[src/rtl/seq_pkg.sv]
// Shared definitions for the serial pattern transmitter and its detector benches.
// Provides: state_t (2-bit FSM encoding), PAT_1100 default pattern,
//           cnt_w() helper that sizes a modulo-N counter (minimum 1 bit).
package seq_pkg;

  // Transmitter FSM states.
  typedef enum logic [1:0] {
    S_IDLE  = 2'd0,
    S_SHIFT = 2'd1,
    S_GAP   = 2'd2,
    S_DONE  = 2'd3
  } state_t;

  // Default pattern; the detector benches look for the same sequence.
  localparam logic [3:0] PAT_1100 = 4'b1100;

  // Bits needed to count 0..n-1. A modulo-1 counter still needs one bit of storage.
  function automatic int cnt_w(input int n);
    return (n > 1) ? $clog2(n) : 1;
  endfunction

endpackage

[src/rtl/seq_bit_counter.sv]
// Modulo-N up-counter with synchronous clear, enable and terminal-count flag.
// Ports: clk, reset (sync, active-high), clr, en in; cnt (0..N-1) and tc (cnt==N-1) out.
// Wraps from N-1 to 0, so non-power-of-two N never visits the unused codes.
module seq_bit_counter
  import seq_pkg::*;
#(
  parameter int N  = 4,
  parameter int CW = cnt_w(N)
) (
  input  logic          clk,
  input  logic          reset,
  input  logic          clr,
  input  logic          en,
  output logic [CW-1:0] cnt,
  output logic          tc
);

  assign tc = (cnt == CW'(N - 1));

  always_ff @(posedge clk) begin
    if (reset || clr) begin
      cnt <= '0;
    end else if (en) begin
      cnt <= tc ? '0 : cnt + 1'b1;
    end
  end

endmodule

[src/rtl/moore_seq_tx.sv]
// Serial pattern transmitter: shifts a WIDTH-bit pattern out MSB-first, repeat_n times,
// with GAP idle cycles between repetitions. All outputs are flops loaded from next-state.
// Ports: clk, reset (sync, active-high), start/pattern/repeat_n in;
//        out, valid, ready, busy, done out.
module moore_seq_tx
  import seq_pkg::*;
#(
  parameter int WIDTH = 4,
  parameter int CNT_W = 4,
  parameter int GAP   = 0
) (
  input  logic             clk,
  input  logic             reset,
  input  logic             start,
  input  logic [WIDTH-1:0] pattern,
  input  logic [CNT_W-1:0] repeat_n,
  output logic             out,
  output logic             valid,
  output logic             ready,
  output logic             busy,
  output logic             done
);

  localparam int BW = cnt_w(WIDTH);

  state_t           state, nxt_state;
  logic [WIDTH-1:0] pat_q, nxt_pat;
  logic [CNT_W-1:0] rep_cnt, nxt_rep;
  logic [BW-1:0]    bit_cnt, nxt_idx;
  logic             bit_tc;
  logic             gap_tc;
  logic             nxt_bit;

  // Bit index within the current repetition; cleared while idle, wraps at WIDTH-1.
  seq_bit_counter #(.N(WIDTH)) u_bit_cnt (
    .clk   (clk),
    .reset (reset),
    .clr   (state == S_IDLE),
    .en    (state == S_SHIFT),
    .cnt   (bit_cnt),
    .tc    (bit_tc)
  );

  // Idle-gap length counter, only present when a gap is configured.
  generate
    if (GAP > 0) begin : g_gap
      logic [cnt_w(GAP)-1:0] unused_gap_cnt;
      seq_bit_counter #(.N(GAP)) u_gap_cnt (
        .clk   (clk),
        .reset (reset),
        .clr   (state == S_IDLE),
        .en    (state == S_GAP),
        .cnt   (unused_gap_cnt),
        .tc    (gap_tc)
      );
    end else begin : g_no_gap
      assign gap_tc = 1'b1;
    end
  endgenerate

  // Next-state logic. nxt_idx is the bit index that will be on the wire next
  // cycle; it mirrors the counter's own wrap so the output flop can be loaded
  // one cycle ahead and stay a pure register.
  always_comb begin
    nxt_state = state;
    nxt_pat   = pat_q;
    nxt_rep   = rep_cnt;
    nxt_idx   = '0;
    case (state)
      S_IDLE: begin
        if (start) begin
          nxt_pat   = pattern;
          nxt_rep   = repeat_n;
          nxt_state = (repeat_n != '0) ? S_SHIFT : S_DONE;
        end
      end
      S_SHIFT: begin
        if (!bit_tc) begin
          nxt_idx = bit_cnt + 1'b1;
        end else if (rep_cnt > CNT_W'(1)) begin
          nxt_rep   = rep_cnt - 1'b1;
          nxt_state = (GAP > 0) ? S_GAP : S_SHIFT;
        end else begin
          // Final repetition; guard keeps the counter from underflowing.
          nxt_rep   = (rep_cnt != '0) ? rep_cnt - 1'b1 : '0;
          nxt_state = S_DONE;
        end
      end
      S_GAP: begin
        if (gap_tc) nxt_state = S_SHIFT;
      end
      S_DONE: begin
        nxt_state = S_IDLE;
      end
      default: begin
        nxt_state = S_IDLE;
      end
    endcase
  end

  // MSB-first: index 0 selects pattern bit WIDTH-1.
  assign nxt_bit = nxt_pat[(WIDTH - 1) - int'(nxt_idx)];

  always_ff @(posedge clk) begin
    if (reset) begin
      state   <= S_IDLE;
      pat_q   <= '0;
      rep_cnt <= '0;
      out     <= 1'b0;
      valid   <= 1'b0;
      busy    <= 1'b0;
      done    <= 1'b0;
      ready   <= 1'b1;
    end else begin
      state   <= nxt_state;
      pat_q   <= nxt_pat;
      rep_cnt <= nxt_rep;
      valid   <= (nxt_state == S_SHIFT);
      out     <= (nxt_state == S_SHIFT) && nxt_bit;
      busy    <= (nxt_state == S_SHIFT) || (nxt_state == S_GAP);
      done    <= (nxt_state == S_DONE);
      ready   <= (nxt_state == S_IDLE);
    end
  end

endmodule
[config.mk]
export PLATFORM = sky130hd
export DESIGN_NAME = moore_seq_tx
export DESIGN_NICKNAME = d
export VERILOG_FILES = /design/src/rtl/seq_pkg.sv /design/src/rtl/seq_bit_counter.sv /design/src/rtl/moore_seq_tx.sv
export SDC_FILE = /design/constraint.sdc
export NUM_CORES = 1
export LEC_CHECK = 0
export CAP_MARGIN = 25
export CORE_AREA = 3 3 47 49
export DETAILED_ROUTE_END_ITERATION = 6
export DIE_AREA = 0 0 50 52
export GPL_ROUTABILITY_DRIVEN = 0
export PLACE_DENSITY = 0.78
export SLEW_MARGIN = 20
export SYNTH_ARGS = -nofsm -noshare
export SYNTH_HDL_FRONTEND = slang
export SYNTH_SLANG_ARGS = --single-unit
[constraint.sdc]
create_clock -name clk -period 2.3 [get_ports clk]
set_clock_uncertainty 0.05 [all_clocks]
set_input_delay 0.46 -clock clk [delete_from_list [all_inputs] [get_ports clk]]
set_output_delay 0.46 -clock clk [all_outputs]
set_load 0.05 [all_outputs]
==> impl_metrics.csv <==
group,metric,value,unit
cts,cts_tree,"built",
power,leakage,0.473,nW
drt,totalWireLength,1.78,mm
worst_setup_path,required,2430,ps
floorplanning,start_util,48.2,%
power,p_per_area,655,nW/um^2
drt,via_count,744,
drt,vias_per_cell,5.03,
sta,setup_viol,0,
worst_setup_path,crit_end,"ready",
sta,hold_viol,0,
sta,rsz0062_at_grt,"false",
power,p_comb_share,33.6,%
worst_setup_path,crit_arrival,2180,ps
place,dp_slack,-66.2,ps
cts,path_clk_slew,90,ps
floorplanning,pin_count,16,
yosys,synth-main-ff-cell,"dfxtp_1",
power,pwr-share-clk,20.8,%
finish,diodes,0,
cts,cts_root_buf,"clkbuf_4",
worst_setup_path,worst_setup_path_end_kind,"flop",
global_route,grt_max_degree,10,
place,io_buffer_count,15,
global_route,overflow,0,
finish,syn2layout_area_growth,25.0,%
cts,hold_buffers,0,
floorplanning,rows,16,
cts,cts_buffer_depth,2,
yosys,synth_top_family_by_area,"simple AND/OR/NAND/NOR gates",
finish,fin_util,60.2,%
power,internal_power,507,uW
min_path,min-delay-path-class,"reg2reg",
yosys,synth_warnings,0,
sta,tns,0,ps
drt,drt-initial-drc-count,11,
floorplanning,dieArea,2600,um^2
yosys,synth_compound_area_share,13.8,%
finish,nets,143,
cts,cts_buffers,3,
finish,instances_no_fill,148,
sta,fmax,486,MHz
power,ir_drop,0.000420,V
floorplanning,die_w,50,um
power,p_seq_share,45.6,%
worst_setup_path,worstPathMaxFanout,4,
worst_setup_path,startpoint,"repeat_n[1]",
yosys,yosysSeqAreaShare,37.2,%
yosys,synth_edf_count,0,
sta,final.min_clock_period,2060,ps
yosys,synthTopCellsByArea,"dfxtp_1 37%, ha_1 14%, mux4_2 4.9%",
worst_setup_path,r2r_start,"state[1]",
worst_setup_path,rrSetupSlack,280,ps
yosys,synth_cells,100,
sta,min_period_over_period,89.5,%
cts,cts_sinks,17,
power,sw_frac_of_total,32.4,%
worst_setup_path,r2r-end,"out",
finish,final_layout_size_suffix_gt1_share,13.2,%
drt,drtAntennaViolNets,0,
floorplanning,die_h,52,um
finish,ff_latch_area,340,um^2
drt,drc,0,
yosys,yosys.area_share.xor_xnor,0.956,%
sta,setup_ws,241,ps
cts,cts-resized-gates,0,
power,switchingPower,243,uW
global_route,grt_pass1_vias,736,
finish,fill_cells,169,
finish,multi_input_area,527,um^2
sta,worst_slew_pin_slew,490,ps
yosys,yosys.area_share.adder,13.7,%
yosys,yosys.area_share.simple,21.9,%
drt,routedWlPerCell,12.0,um
worst_setup_path,critical_path_class,"in2reg",
yosys,ys_types,31,
global_route,grt_pass1_wl,3.15,mm
cts,post_cts_buffers,0,
drt,dr.pass1.iters,4,
yosys,netlist_area,916,um^2
sta,slew_viol_final,0,
yosys,muxShareOfSynthArea,7.24,%
cts,htreeDepth,1,
place,place_inst,144,
sta,maxSlewHeadroom,67.2,%
yosys,syn_area_per_cell,9.16,um^2
status,status,"complete, no violations",
global_route,antenna_found_initial,0,
worst_setup_path,rr_worst_depth,6,
yosys,ys_async_sr_fraction,0,%
place,dp_hpwl,1.42,mm
worst_setup_path,start_kind,"input port",
yosys,synthesis.nets,121,
yosys,synth_top_cell_area_share,37.2,%
global_route,grt.total_usage,16.0,%
cts,clk_latency,290,ps
floorplanning,core_area,1900,um^2
yosys,synth_seq_cells,17,
job,drv_cap,0,
yosys,yosys.area.top_type,"dfxtp_1",
-- stage by stage --
| step | hold slack, ps | instance area (um^2) | total power, mW |
|---|---|---|---|
| global placement | 390 | 1120 | 0.591 |
| finish | 407 | 1140 | 0.750 |
| global route | 423 | 1140 | 0.804 |
| CTS | 410 | 1140 | 0.755 |
| detailed placement | 397 | 1120 | 0.600 |
| floorplan | 383 | 916 | 0.525 |
-- logic make-up after synthesis --
group | Yosys count
buffers and inverters | 11
xor gates and xnor gates | 1
DFF | 17
and+or+nand+nor | 38
AOI/OAI and AO/OA | 19
adders and majority gates | 10
muxes | 4
-- cells in the mapped netlist (2+ instances only) --
master / instances
nor2_1: 9
nor3_1: 4
nor2b_1: 5
nand2b_1: 2
dfxtp_1: 17
a21oi_1: 6
inv_1: 8
nand3_1: 4
mux4_2: 2
o21ai_0: 3
nand2_2: 2
a211oi_1: 3
buf_4: 2
ha_1: 10
a2bb2oi_1: 2
nand2_1: 6
-- power by group through the flow --
stage          combinational [mW]  clock (mW)  sequential [mW]
2_1_floorplan               0.150           0            0.375
3_3_place_gp                0.244           0            0.347
3_5_place_dp                0.252           0            0.348
4_1_cts                     0.253       0.161            0.341
5_1_grt                     0.280       0.178            0.345
6_report                    0.252       0.156            0.342
-- worst max-delay path, stage by stage --
cell and delay (ps):
clkdlybuf4s50_1 410, or4_1 530, mux2i_1 160, a22oi_1 130, ha_1 230, or2_2 260
-- layout by cell type (no fill, tap or decap), types with 2 or more instances in the layout --
master           instances
a2bb2oi_1                2
clkbuf_4                 3
nand3_1                  4
inv_1                    8
buf_4                    5
dfxtp_1                 17
ha_1                    10
clkdlybuf4s50_1         15
mux4_2                   2
nor3_1                   4
nor2b_1                  5
nand2_2                  2
a211oi_1                 3
nor2_1                   9
o21ai_0                  3
nand2_1                  6
a21oi_1                  6
nand2b_1                 2
-- how the worst min path moves through the flow --
stage / startpoint / end / slack, ps / cells after the start
after detailed placement: pat_q[1] / pat_q[1] / 400 / 2
after global routing: pat_q[1] / pat_q[1] / 420 / 2
final: pat_q[1] / pat_q[1] / 410 / 2
after floorplan: pat_q[1] / pat_q[1] / 380 / 2
after global placement: pat_q[1] / pat_q[1] / 390 / 2
after CTS: pat_q[1] / pat_q[1] / 410 / 2
-- routing by layer --
metal	up-vias	wire length (um)	track usage [%]
li1	391	-	-
met1	337	818	18.4
met2	12	864	26.7
met3	4	57	4.58
met4	0	36	8.29
met5	-	0	0
-- cell type report --
class | instances | area share (%)
sequential | 17 | 29.7
clock buffer | 4 | 2.30
timing repair buffer | 20 | 16.4
inverter | 8 | 2.62
multi-input combinational | 72 | 46.0
tap | 27 | 2.95
-- registers in the layout (all words and copies together) (netlist names) --
| register | flops |
|---|---|
| out | 1 |
| busy | 1 |
| done | 1 |
| pat_q | 4 |
| u_bit_cnt.cnt | 2 |
| ready | 1 |
| rep_cnt | 4 |
| valid | 1 |
| state | 2 |
(Power assumes the default switching activity.)
